File: config.mk
export PLATFORM = sky130hd
export DESIGN_NAME = sprite_addr_gen
export DESIGN_NICKNAME = d
export VERILOG_FILES = /design/src/rtl/sprite_pkg.sv /design/src/rtl/sprite_anim_ctr.sv /design/src/rtl/sprite_addr_gen.sv
export SDC_FILE = /design/constraint.sdc
export NUM_CORES = 1
export LEC_CHECK = 0
export ABC_AREA = 1
export CAP_MARGIN = 20
export CELL_PAD_IN_SITES_DETAIL_PLACEMENT = 0
export CELL_PAD_IN_SITES_GLOBAL_PLACEMENT = 1
export CORE_MARGIN = 3
export CORE_UTILIZATION = 38
export CTS_BUF_LIST = sky130_fd_sc_hd__clkbuf_2 sky130_fd_sc_hd__clkbuf_4 sky130_fd_sc_hd__clkbuf_8
export CTS_CLUSTER_DIAMETER = 120
export DETAILED_ROUTE_END_ITERATION = 10
export PLACE_DENSITY_LB_ADDON = 0.1
export RECOVER_POWER = 25
export SLEW_MARGIN = 20
export SYNTH_ARGS = -nofsm -noshare
export SYNTH_HDL_FRONTEND = slang
export SYNTH_SLANG_ARGS = --single-unit
File: constraint.sdc
create_clock -name frame_Clk -period 8.94 [get_ports frame_Clk]
set_input_delay 1.341 -clock frame_Clk [delete_from_list [all_inputs] [get_ports frame_Clk]]
set_output_delay 1.341 -clock frame_Clk [all_outputs]
set_load 0.005 [all_outputs]
File: src/rtl/sprite_pkg.sv
`default_nettype none
// ============================================================================
//  Module      : sprite_pkg
//  Description : Shared types and helpers for the sprite address generator.
//                Holds the default coordinate/address widths, the coordinate
//                type, the per-channel sprite descriptor and a helper that
//                assembles a descriptor from fields sliced out of the packed
//                per-channel ports.
//  Revision    : 1.0 - initial multi-channel release
// ============================================================================
package sprite_pkg;

  localparam int COORD_W = 10;
  localparam int ADDR_W  = 18;

  typedef logic [COORD_W-1:0] coord_t;
  typedef logic [ADDR_W-1:0]  addr_t;

  typedef struct packed {
    coord_t x;
    coord_t y;
    coord_t w;
    coord_t h;
    addr_t  base;
    logic   dir;
  } sprite_desc_t;

  // Build one channel's descriptor from the fields taken out of the packed
  // per-channel port vectors.
  function automatic sprite_desc_t unpack_desc(
    input coord_t x,
    input coord_t y,
    input coord_t w,
    input coord_t h,
    input addr_t  base,
    input logic   dir
  );
    sprite_desc_t d;
    d.x    = x;
    d.y    = y;
    d.w    = w;
    d.h    = h;
    d.base = base;
    d.dir  = dir;
    return d;
  endfunction

endpackage
`default_nettype wire

File: src/rtl/sprite_anim_ctr.sv
`default_nettype none
// ============================================================================
//  Module      : sprite_anim_ctr
//  Description : Per-channel animation counter. A divider counts frame_tick
//                pulses; every ANIM_DIV ticks the animation frame advances,
//                wrapping after NUM_FRAMES-1. While animation is disabled the
//                channel is held in its standing pose (divider and frame 0).
//  Ports       : frame_Clk  - clock
//                Reset      - synchronous, active-high
//                i_tick     - one-cycle pulse per video frame
//                i_anim_en  - animation running for this channel
//                o_frame    - current animation frame
//  Note        : NUM_FRAMES and ANIM_DIV must both be at least 2.
//  Revision    : 1.0 - initial multi-channel release
// ============================================================================
module sprite_anim_ctr #(
  parameter int NUM_FRAMES = 4,
  parameter int ANIM_DIV   = 6
) (
  input  logic                          frame_Clk,
  input  logic                          Reset,
  input  logic                          i_tick,
  input  logic                          i_anim_en,
  output logic [$clog2(NUM_FRAMES)-1:0] o_frame
);

  localparam int FRAME_W = $clog2(NUM_FRAMES);
  localparam int DIV_W   = $clog2(ANIM_DIV);

  logic [DIV_W-1:0]   r_div;
  logic [FRAME_W-1:0] r_frame;

  // Reset wins over everything, then the standing-pose clear, then the tick.
  always_ff @(posedge frame_Clk) begin
    if (Reset) begin
      r_div   <= '0;
      r_frame <= '0;
    end else if (!i_anim_en) begin
      r_div   <= '0;
      r_frame <= '0;
    end else if (i_tick) begin
      if (r_div == DIV_W'(ANIM_DIV - 1)) begin
        r_div <= '0;
        if (r_frame == FRAME_W'(NUM_FRAMES - 1)) begin
          r_frame <= '0;
        end else begin
          r_frame <= r_frame + 1'b1;
        end
      end else begin
        r_div <= r_div + 1'b1;
      end
    end
  end

  assign o_frame = r_frame;

endmodule
`default_nettype wire

File: src/rtl/sprite_addr_gen.sv
`default_nettype none
// ============================================================================
//  Module      : sprite_addr_gen
//  Description : Multi-channel sprite address generator. For every pixel
//                (DrawX, DrawY) the NUM_SPRITES rectangles are hit-tested,
//                the lowest-index hit wins, and its sprite-ROM address
//                base + bank + frame*(w*h) + row*w + col is produced two
//                cycles later. Owns one animation counter per channel.
//  Ports       : frame_Clk, Reset     - clock, synchronous active-high reset
//                DrawX, DrawY         - current pixel
//                frame_tick           - one pulse per video frame
//                spr_x/y/w/h          - packed per-channel rectangles
//                spr_base             - packed per-channel sheet base address
//                spr_dir              - 1 = facing left
//                spr_enable, anim_en  - per-channel visibility / animation
//                sprite_on, sprite_id - registered hit flag and winner
//                sprite_addr          - registered ROM address
//                frame_idx            - packed current frame per channel
//  Config      : SPRITE_MIRROR_EN - when defined, left-facing sprites are
//                drawn by flipping the column of the right-facing sheet;
//                otherwise they read a separate sheet at LEFT_BANK.
//  Note        : COORD_W/ADDR_W must match the sprite_pkg widths.
//  Revision    : 1.0 - initial multi-channel release
// ============================================================================
module sprite_addr_gen #(
  parameter int NUM_SPRITES = 4,
  parameter int COORD_W     = sprite_pkg::COORD_W,
  parameter int ADDR_W      = sprite_pkg::ADDR_W,
  parameter int NUM_FRAMES  = 4,
  parameter int ANIM_DIV    = 6,
  parameter int LEFT_BANK   = 20736
) (
  input  logic                                     frame_Clk,
  input  logic                                     Reset,
  input  logic [COORD_W-1:0]                       DrawX,
  input  logic [COORD_W-1:0]                       DrawY,
  input  logic                                     frame_tick,
  input  logic [NUM_SPRITES*COORD_W-1:0]           spr_x,
  input  logic [NUM_SPRITES*COORD_W-1:0]           spr_y,
  input  logic [NUM_SPRITES*COORD_W-1:0]           spr_w,
  input  logic [NUM_SPRITES*COORD_W-1:0]           spr_h,
  input  logic [NUM_SPRITES*ADDR_W-1:0]            spr_base,
  input  logic [NUM_SPRITES-1:0]                   spr_dir,
  input  logic [NUM_SPRITES-1:0]                   spr_enable,
  input  logic [NUM_SPRITES-1:0]                   anim_en,
  output logic                                     sprite_on,
  output logic [$clog2(NUM_SPRITES)-1:0]           sprite_id,
  output logic [ADDR_W-1:0]                        sprite_addr,
  output logic [NUM_SPRITES*$clog2(NUM_FRAMES)-1:0] frame_idx
);

  import sprite_pkg::sprite_desc_t;
  import sprite_pkg::unpack_desc;

  localparam int ID_W    = $clog2(NUM_SPRITES);
  localparam int FRAME_W = $clog2(NUM_FRAMES);

  // --------------------------------------------------------------------------
  // Per-channel descriptors, hit test and animation counters
  // --------------------------------------------------------------------------
  sprite_desc_t           w_desc  [NUM_SPRITES];
  logic [FRAME_W-1:0]     w_frame [NUM_SPRITES];
  logic [NUM_SPRITES-1:0] w_hit;

  for (genvar gi = 0; gi < NUM_SPRITES; gi++) begin : g_chan
    logic [COORD_W:0] w_x_end;
    logic [COORD_W:0] w_y_end;

    assign w_desc[gi] = unpack_desc(spr_x[gi*COORD_W +: COORD_W],
                                    spr_y[gi*COORD_W +: COORD_W],
                                    spr_w[gi*COORD_W +: COORD_W],
                                    spr_h[gi*COORD_W +: COORD_W],
                                    spr_base[gi*ADDR_W +: ADDR_W],
                                    spr_dir[gi]);

    // One extra bit so a rectangle touching the right/bottom edge of the
    // coordinate space does not wrap; w=0 or h=0 leaves an empty range.
    assign w_x_end = {1'b0, w_desc[gi].x} + {1'b0, w_desc[gi].w};
    assign w_y_end = {1'b0, w_desc[gi].y} + {1'b0, w_desc[gi].h};

    assign w_hit[gi] = spr_enable[gi]
                     && (DrawX >= w_desc[gi].x) && ({1'b0, DrawX} < w_x_end)
                     && (DrawY >= w_desc[gi].y) && ({1'b0, DrawY} < w_y_end);

    sprite_anim_ctr #(
      .NUM_FRAMES (NUM_FRAMES),
      .ANIM_DIV   (ANIM_DIV)
    ) u_anim (
      .frame_Clk  (frame_Clk),
      .Reset      (Reset),
      .i_tick     (frame_tick),
      .i_anim_en  (anim_en[gi]),
      .o_frame    (w_frame[gi])
    );

    assign frame_idx[gi*FRAME_W +: FRAME_W] = w_frame[gi];
  end

  // --------------------------------------------------------------------------
  // Priority encoder: scanning downwards leaves the lowest hit index.
  // --------------------------------------------------------------------------
  logic            w_any;
  logic [ID_W-1:0] w_win;

  always_comb begin
    w_any = 1'b0;
    w_win = '0;
    for (int i = NUM_SPRITES - 1; i >= 0; i--) begin
      if (w_hit[i]) begin
        w_any = 1'b1;
        w_win = ID_W'(i);
      end
    end
  end

  sprite_desc_t       w_sel;
  logic [COORD_W-1:0] w_col_raw;
  logic [COORD_W-1:0] w_col;
  logic [COORD_W-1:0] w_row;

  assign w_sel     = w_desc[w_win];
  assign w_col_raw = DrawX - w_sel.x;
  assign w_row     = DrawY - w_sel.y;

`ifdef SPRITE_MIRROR_EN
  // col < w whenever there is a hit, so w-1-col stays inside the sprite.
  assign w_col = w_sel.dir ? (w_sel.w - COORD_W'(1) - w_col_raw) : w_col_raw;
`else
  assign w_col = w_col_raw;
`endif

  // --------------------------------------------------------------------------
  // Stage 1: capture the winner
  // --------------------------------------------------------------------------
  logic               r_s1_hit;
  logic [ID_W-1:0]    r_s1_id;
  logic [COORD_W-1:0] r_s1_col;
  logic [COORD_W-1:0] r_s1_row;
  logic [COORD_W-1:0] r_s1_w;
  logic [COORD_W-1:0] r_s1_h;
  logic [ADDR_W-1:0]  r_s1_base;
  logic [FRAME_W-1:0] r_s1_frame;
`ifndef SPRITE_MIRROR_EN
  logic               r_s1_dir;
`endif

  always_ff @(posedge frame_Clk) begin
    if (Reset) begin
      r_s1_hit   <= 1'b0;
      r_s1_id    <= '0;
      r_s1_col   <= '0;
      r_s1_row   <= '0;
      r_s1_w     <= '0;
      r_s1_h     <= '0;
      r_s1_base  <= '0;
      r_s1_frame <= '0;
`ifndef SPRITE_MIRROR_EN
      r_s1_dir   <= 1'b0;
`endif
    end else begin
      r_s1_hit   <= w_any;
      r_s1_id    <= w_win;
      r_s1_col   <= w_col;
      r_s1_row   <= w_row;
      r_s1_w     <= w_sel.w;
      r_s1_h     <= w_sel.h;
      r_s1_base  <= w_sel.base;
      r_s1_frame <= w_frame[w_win];
`ifndef SPRITE_MIRROR_EN
      r_s1_dir   <= w_sel.dir;
`endif
    end
  end

  // --------------------------------------------------------------------------
  // Stage 2: address arithmetic. The result is wanted modulo 2^ADDR_W, and
  // +/* commute with that truncation, so every term is evaluated directly at
  // ADDR_W bits and gives the same value as the full-width sum.
  // --------------------------------------------------------------------------
  logic [ADDR_W-1:0] w_bank;
  logic [ADDR_W-1:0] w_addr;

`ifdef SPRITE_MIRROR_EN
  assign w_bank = '0;
`else
  assign w_bank = r_s1_dir ? ADDR_W'(LEFT_BANK) : '0;
`endif

  assign w_addr = r_s1_base + w_bank
                + ADDR_W'(r_s1_frame) * (ADDR_W'(r_s1_w) * ADDR_W'(r_s1_h))
                + ADDR_W'(r_s1_row) * ADDR_W'(r_s1_w)
                + ADDR_W'(r_s1_col);

  always_ff @(posedge frame_Clk) begin
    if (Reset || !r_s1_hit) begin
      sprite_on   <= 1'b0;
      sprite_id   <= '0;
      sprite_addr <= '0;
    end else begin
      sprite_on   <= 1'b1;
      sprite_id   <= r_s1_id;
      sprite_addr <= w_addr;
    end
  end

endmodule
`default_nettype wire

Word-level counts from Yosys, hierarchy flattened
Index checks and enable logic that the tools add are counted.
Operators by class
  div/mod/pow operators: 0
  add/sub/neg operators: 22
  magnitude comparators: 17
  $mul: 3
  reductions and logical operators: 26
  shift-type cells: 0
  equality and inequality tests: 8
  muxes and demuxes: 24
  bitwise logic cells: 5
Operators with widths (number)
  binary-select mux 59 bit (select 2 bit): 1
  2-to-1 mux 59 bit: 2
  adder 10 x 10 -> 11 bit: 8
  < comparator 10 x 11 -> 1 bit: 8
  greater-or-equal comparator 10 bit: 8
  adder 18 bit: 2
  multiplier 10 x 10 -> 18 bit: 2
  2-to-1 mux 2 bit: 10
  subtractor 10 bit: 2
  adder 18 x 10 -> 18 bit: 1
  adder 18 x 15 -> 18 bit: 1
  multiplier 2 x 18 -> 18 bit: 1
  logical AND 1 bit: 16
  2-to-1 mux 15 bit: 1
  adder 3 x 1 -> 3 bit (second input constant): 4
  equality test 3 bit (second input constant): 4
  2-to-1 mux 3 bit: 4
  adder 2 x 1 -> 2 bit (second input constant): 4
  equality test 2 bit (second input constant): 4
  AND reduction 2 bit: 4
  OR reduction 2 bit: 4
  2-to-1 mux 1 bit: 5
  binary-select mux 2 bit (select 2 bit): 1
  inverter 1 bit: 4
  other kinds (4): 4
Word-level totals
  ROM bits: 0
  output and inout bits: 29
  memories kept: 0
  bits in latches: 0
  bits in writable memories: 0
  register bits: 105
  input port bits: 267

Depth between registers and ports, before layout
  word-level depth: 14
  gate-level depth with buffers: 42

By module
From an unflattened synthesis, not the netlist that was laid out.
Unflattened totals
  cells, all modules: 2953
  area, all modules: 20957.6 µm²
Modules (own cells, without submodules)
  sprite_addr_gen: cells an instance 2809, instances 1, sequential area each 1701.6 µm², area an instance 20011.7 µm²
  sprite_anim_ctr: cells an instance 36, instances 4, sequential area each 100.1 µm², area an instance 236.5 µm²

Least setup slack after synthesis
Ideal clock, no wire load.
  kind: register -> register
  start: register r_s1_w[5]
  end: register sprite_addr[17]
  required time: 8.825 ns
  arrival: 9.020 ns
  library setup time: 0.115 ns
  cell stages (with the launch flop): 40
  slack: -0.195 ns
  cells stage by stage: dfxtp_1 > clkbuf_1 > nand2_1 > fa_1 > inv_1 > fa_1 > inv_1 > fa_1 > inv_1 > fa_1 > inv_1 > fa_1 > inv_1 > ha_1 > nand2_1 > inv_1 > nand4_1 > nand3_1 > [4 not listed] > nor2_1 > fa_1 > inv_1 > fa_1 > inv_1 > fa_1 > inv_1 > fa_1 > inv_1 > fa_1 > fa_1 > ha_1 > nand2_1 > inv_1 > a221oi_1 > nand2_1 > a21oi_1 > nor2_1
On the way
  cells in the longest elaborated chain, start to end: 5
  elaborated cells on any way between the ends: 6
RTL lines
  start, declared: line sprite_addr_gen.sv:139  | logic [COORD_W-1:0] r_s1_w;
  start signal, assigned: line sprite_addr_gen.sv:165  | r_s1_w <= w_sel.w;
  multiplier 10 x 10 -> 18 bit: line sprite_addr_gen.sv:190  | + ADDR_W'(r_s1_frame) * (ADDR_W'(r_s1_w) * ADDR_W'(r_s1_h))
  multiplier 2 x 18 -> 18 bit: line sprite_addr_gen.sv:190
  adder 18 bit: line sprite_addr_gen.sv:190
  adder 18 bit (*): line sprite_addr_gen.sv:191  | + ADDR_W'(r_s1_row) * ADDR_W'(r_s1_w)
  adder 18 x 10 -> 18 bit (*): line sprite_addr_gen.sv:192  | + ADDR_W'(r_s1_col);
  end signal, assigned: line sprite_addr_gen.sv:202  | sprite_addr <= w_addr;
  end, declared: line sprite_addr_gen.sv:48  | output logic [ADDR_W-1:0] sprite_addr,
Mark *: on every way between the ends. The rest lies on a longest branch, timed or not.
A chain may end at the register's enable or synchronous reset.

Worst setup path in the final report
  start: register r_s1_h[3]
  end: register sprite_addr[17]
On the way
  cells in the longest elaborated chain, start to end: 5
RTL lines
  start, declared: line sprite_addr_gen.sv:140  | logic [COORD_W-1:0] r_s1_h;
  start signal, assigned: line sprite_addr_gen.sv:166  | r_s1_h <= w_sel.h;
  multiplier 10 x 10 -> 18 bit: line sprite_addr_gen.sv:190
  multiplier 2 x 18 -> 18 bit: line sprite_addr_gen.sv:190
  adder 18 bit: line sprite_addr_gen.sv:190
  adder 18 bit: line sprite_addr_gen.sv:191
  adder 18 x 10 -> 18 bit: line sprite_addr_gen.sv:192
Every way passes these cells.

==> impl_metrics.env <==
export IMPL_finalClockSkew_ps=28.97
export IMPL_grt_pass1_wl_um=104300
export IMPL_initial_core_util_pct=38.52
export IMPL_clkLatencyLatePin_ps=450
export IMPL_clk_pin_slew_ps=110
export IMPL_die_height_um=239.8
export IMPL_cp_max_fo=9
export IMPL_grt_pass1_vias=19700
export IMPL_setup_violations=0
export IMPL_total_power_uw=4885
export IMPL_synth_cells=2882
export IMPL_grt_busiest_layer="met2"
export IMPL_final_cell_mix="634 x inv_1, 487 x nand2_1, 352 x ha_1"
export IMPL_cts_tree="yes"
export IMPL_final_core_util_pct=47.17
export IMPL_dp_final_hpwl_um=58110
export IMPL_cp_common_cell="fa_1"
export IMPL_ys_seq_area_share_pct=10.12
export IMPL_clock_root_buffer="clkbuf_8"
export IMPL_yosys_cell_types_count=45
export IMPL_cpPeakStageDelay_ps=540
export IMPL_path_delay_family="adder cells"
export IMPL_io_buffer_count=295
export IMPL_cp_arrival_ps=9020
export IMPL_area_delta_synth_final_pct=22.45
export IMPL_hp_class="register to register"
export IMPL_pre_cts_slack_ps=-205.4
export IMPL_yosys_warnings=0
export IMPL_cts_made_buffers=9
export IMPL_vias=19220
export IMPL_wl_um=67610
export IMPL_synthesis_area_um2=20770
export IMPL_muxShareOfSynthArea_pct=0
export IMPL_rsz0062_at_grt="yes"
export IMPL_clock_path_buffers=2
export IMPL_powerDensity_nw_per_um2=192.1
export IMPL_route_detailed_drc=0
export IMPL_slowest_stage="fa_1"
export IMPL_ant_nets=0
export IMPL_synth_edf_count=0
export IMPL_final_net_count=4011
export IMPL_final_common_cell="inv_1"
export IMPL_drive_gt1_share_pct=7.275
export IMPL_worstSetupEndpointType="register"
export IMPL_synth_nets=3709
export IMPL_irDropWorstVdd_uv=249.1
export IMPL_drt_iter0_drc=802
export IMPL_h_tree_depth=3
export IMPL_grt_max_degree=80
export IMPL_ctsHoldBuffers=0
export IMPL_leakage_uw=0.01334
export IMPL_cp_data_required_time_ps=9290
export IMPL_synthAdderAreaFrac_pct=40.71
export IMPL_slew_violations=0
export IMPL_synth_simple_area_share_pct=15.25
export IMPL_maxSlewHeadroom_pct=9.134
export IMPL_via_per_inst=4.941
export IMPL_synth_compound_area_share_pct=15.99
export IMPL_dpl_cell_count=3862
export IMPL_io_pins=296
export IMPL_cts_sinks=105
export IMPL_grt_use_total_pct=23.49
export IMPL_async_reset_ff_share_pct=0
export IMPL_crit_buf_inv=10
export IMPL_start_kind="register"
export IMPL_layout_setup_ws_ps=262.1
export IMPL_ys_flop_type="dfxtp_1"
export IMPL_fin_setup_tns_ps=0
export IMPL_wire_per_inst_um=17.39
export IMPL_synth_seq_cells=105
export IMPL_synth_xor_area_share_pct=3.837
export IMPL_fin_cells=3889
export IMPL_synth_top_family_by_area="adder cells"
export IMPL_synth_avg_cell_area_um2=7.207
export IMPL_grt_util_met2_pct=41.82
export IMPL_ys_top_cells_by_area="ha_1 22%, fa_1 19%, inv_1 12%"
export IMPL_firstDrtPassIters=4
export IMPL_tightest_slew_ps=1363
export IMPL_met1_usage_pct=29.93
export IMPL_grt_antenna_before_repair=10
export IMPL_gp_congestion=0.9494
export IMPL_grtUsageMet3_pct=2.809
export IMPL_synth_top_area_share_pct=22.11
export IMPL_dieArea_um2=57500
export IMPL_critical_path_class="register to register"
export IMPL_cap_violations=0
export IMPL_dieWidth_um=239.8
export IMPL_status="finished clean"
export IMPL_fmax_mhz=115.2
export IMPL_fin_crit_sh_pct=97.07
export IMPL_rows=85
export IMPL_core_um2=53920
export IMPL_fin_crit_ps=8678
export IMPL_grt_overflow=0
export IMPL_synth_area_leader_cell="ha_1"
export IMPL_hold_violations=0
## path summary, 6_finish.rpt
check,slack (ps),end,depth (start not counted),from
worst max register to register,260,sprite_addr[17],41,r_s1_h[3]
worst min register to register,410,sprite_id[0],2,r_s1_id[0]
worst max-delay path,260,sprite_addr[17],41,r_s1_h[3]
worst min-delay path,410,sprite_id[0],2,r_s1_id[0]
## worst reg2reg max path, delay by kind of cell, from the launching register on
kind / cells / cell delay, ps
flops: 1 / 340
xor+xnor: 1 / 130
simple gates: 12 / 1110
buf+inv: 10 / 710
compound gates: 5 / 600
fa+ha+maj: 13 / 5710
## final cells by class
class / count / area [um2]
inverters: 658 / 2470
clock buffers: 10 / 137.6
multi-input cells: 2029 / 16120
well taps: 696 / 870.8
diodes: 4 / 10.01
fillers: 5465 / 28490
repair buffers: 381 / 3628
clock inverters: 6 / 75.07
flip-flops and latches: 105 / 2118
## state kept, by name (all words and copies together) (netlist names), 8 cells and up
| signal | cells |
|---|---|
| g_chan.u_anim.o_frame | 8 |
| g_chan.u_anim.r_div | 12 |
| r_s1_base | 18 |
| r_s1_col | 10 |
| r_s1_h | 10 |
| r_s1_row | 10 |
| r_s1_w | 10 |
| sprite_addr | 18 |
## routing by layer
layer,up-vias,routed length (um)
met5,-,95
met4,14,1491
met3,85,2567
met2,348,33460
met1,9031,30000
li1,9738,-
## logic make-up after synthesis
family	after synthesis
simple gates	779
buf+inv	748
xor+xnor	91
compound gates	599
fa+ha+maj	560
flops	105
## cell usage after synthesis, drive strengths merged, types with 4 or more instances
cell / count
xor2: 51
ha: 367
clkbuf: 55
inv: 657
nor3: 22
nand2: 500
o2111ai: 5
nor2: 159
buf: 35
nand3: 69
o21a: 11
o21ai: 202
fa: 193
o211ai: 10
nand4: 20
a21oi: 320
a211oi: 8
a21o: 14
dfxtp: 105
a31oi: 7
xnor2: 40
o21bai: 11
nor4: 4
## through the flow
step                instance area (um2)  hold slack (ps)
floorplan                         20790            393.6
global placement                  24780            403.6
detailed placement                24780            400.6
CTS                               25090            416.3
global route                      25420            437.7
finish                            25430            414.4
## timing repair
item / in CTS / in global routing
setup endpoints to repair: 6 / 8
gates cloned: 0 / 0
buffers inserted: 3 / 4
pin swaps: 9 / 67
gates resized for setup: 13 / 76
## report_power, final
group	total (uW)	switching, uW	internal [uW]
clock network	340	199	141
logic	3910	2160	1750
registers	634	97.4	536
total	4880	2450	2430
(Power assumes the default switching activity.)
==> edit: new RTL, same settings <==
`NUM_FRAMES` is set to 4 in 2 places; all go to 8.
--- a/src/rtl/sprite_anim_ctr.sv
+++ b/src/rtl/sprite_anim_ctr.sv
@@ -15,5 +15,5 @@
 // ============================================================================
 module sprite_anim_ctr #(
-  parameter int NUM_FRAMES = 4,
+  parameter int NUM_FRAMES = 8,
   parameter int ANIM_DIV   = 6
 ) (
--- a/src/rtl/sprite_addr_gen.sv
+++ b/src/rtl/sprite_addr_gen.sv
@@ -27,5 +27,5 @@
   parameter int COORD_W     = sprite_pkg::COORD_W,
   parameter int ADDR_W      = sprite_pkg::ADDR_W,
-  parameter int NUM_FRAMES  = 4,
+  parameter int NUM_FRAMES  = 8,
   parameter int ANIM_DIV    = 6,
   parameter int LEFT_BANK   = 20736
Interface: changed (resized frame_idx); port bits go from 296 to 300. The function was not compared with the original's and may differ.
==> edit against the unedited design <==
- the run now ends with max-capacitance violations, max-slew violations, negative setup slack left
- critical path depth is 1 higher
- sequential cell count is 5 higher
- power is 5.7% higher
- via count is 3.4% higher
- synthesized cell count is 2.4% higher
- global-route usage is 0.73 points higher
- worst setup slack worse by 280 ps
- worst hold slack better by 4.3 ps
- wire length is 6.7% higher
- area after synthesis is 2.9% higher
- clock skew is 2.6 ps lower
- final area is 3.6% higher
- largest cell class unchanged
==> edit: results <==
outcome:
  failed_checks: "max-capacitance violations, max-slew violations, negative setup slack"
  status: "complete, but fails checks"
global_routing:
  grt_first_pass_wirelength_mm: 112
  use_met3_pct: 2.19
  antenna_found_initial: 6
  use_met1_pct: 31.8
  grt_max_degree: 98
min_path:
  worstHoldStart: "r_s1_id[1]"
drt:
  wl_met1_mm: 32.8
  dr.first_iter.drc_count: 866
  dr_wl_met2_mm: 34.9
  detail_route.first_pass.iterations: 6
  wl_mm: 72.2
  avgRoutedWirePerCell_um: 17.9
  vias: 19900
layout:
  top_regs: "r_s1_base: 18 flops, sprite_addr: 18 flops"
  fillCellCount: 5571
power_and_ir_drop:
  power.leakage_nw: 13.6
yosys:
  synth.avg_cell_area_um2: 7.25
  yosysUniqueCellTypes: 43
timing:
  timing.final.ws_setup_ps: -16.3
  setup_viol: 1
  finalMaxSlewViolations: 52
  setup_tns_ps: -16.3
run:
  cap_violations: 1
placement:
  pre_cts_slack_ps: -392
  post-dp-hpwl_mm: 61.1
  portBuffers: 299
worst_setup_path:
  critical-path-max-stage-delay_ps: 590
==> edit: changes by cell type after synthesis, sizes merged, moves of 3 or more <==
cell   delta
a21o      +3
fa       +16
o21ai     +8
a31oi     -3
nor2     +23
nand2    +25
nand4     -4
ha        -4
dfxtp     +5
==> edit: worst min-delay path: cells and delay by family (launching register included) <==
family | cells | cell delay [ps]
simple gates | 1 | 30
flops | 1 | 320
buf+inv | 1 | 40
==> edit: power by group <==
group          internal, mW  switching [mW]  leakage [nW]
Clock                 0.112           0.213         0.103
Sequential            0.558          0.0994         0.907
Combinational          1.92            2.26          12.6
Total                  2.59            2.58          13.6
==> edit: kinds of logic after synthesis <==
| kind of cell | synth area share, % |
|---|---|
| flip-flops | 10.3 |
| XOR/XNOR | 3.69 |
| buffers and inverters | 13.8 |
| AND/OR/NAND/NOR | 15.7 |
| AO/OA/AOI/OAI | 15.7 |
| adder cells (fa/ha/maj) | 40.8 |
==> edit: final timing paths <==
kind	endpoint	slack, ps	cells after the start
max	sprite_addr[17]	-20	42
max reg2reg	sprite_addr[17]	-20	42
min	sprite_id[1]	420	2
min reg2reg	sprite_id[1]	420	2
==> edit: area by class of cell <==
class                           instances  area [um^2]  area share [%]
Tap cell                              748          936            3.55
Sequential cell                       110         2210            8.40
Multi-Input combinational cell       2091        16600            63.0
Clock inverter                          7         83.8           0.318
Clock buffer                            9          124           0.470
Inverter                              659         2480            9.39
Timing Repair Buffer                  416         3900            14.8
Antenna cell                            2         5.00          0.0190
==> edit: what timing repair did <==
item | 4_1_cts | 5_1_grt
pin swaps | 44 | 33
setup endpoints to repair | 6 | 8
setup buffers | 4 | 4
cloned | 0 | 0
gates resized for setup | 40 | 51
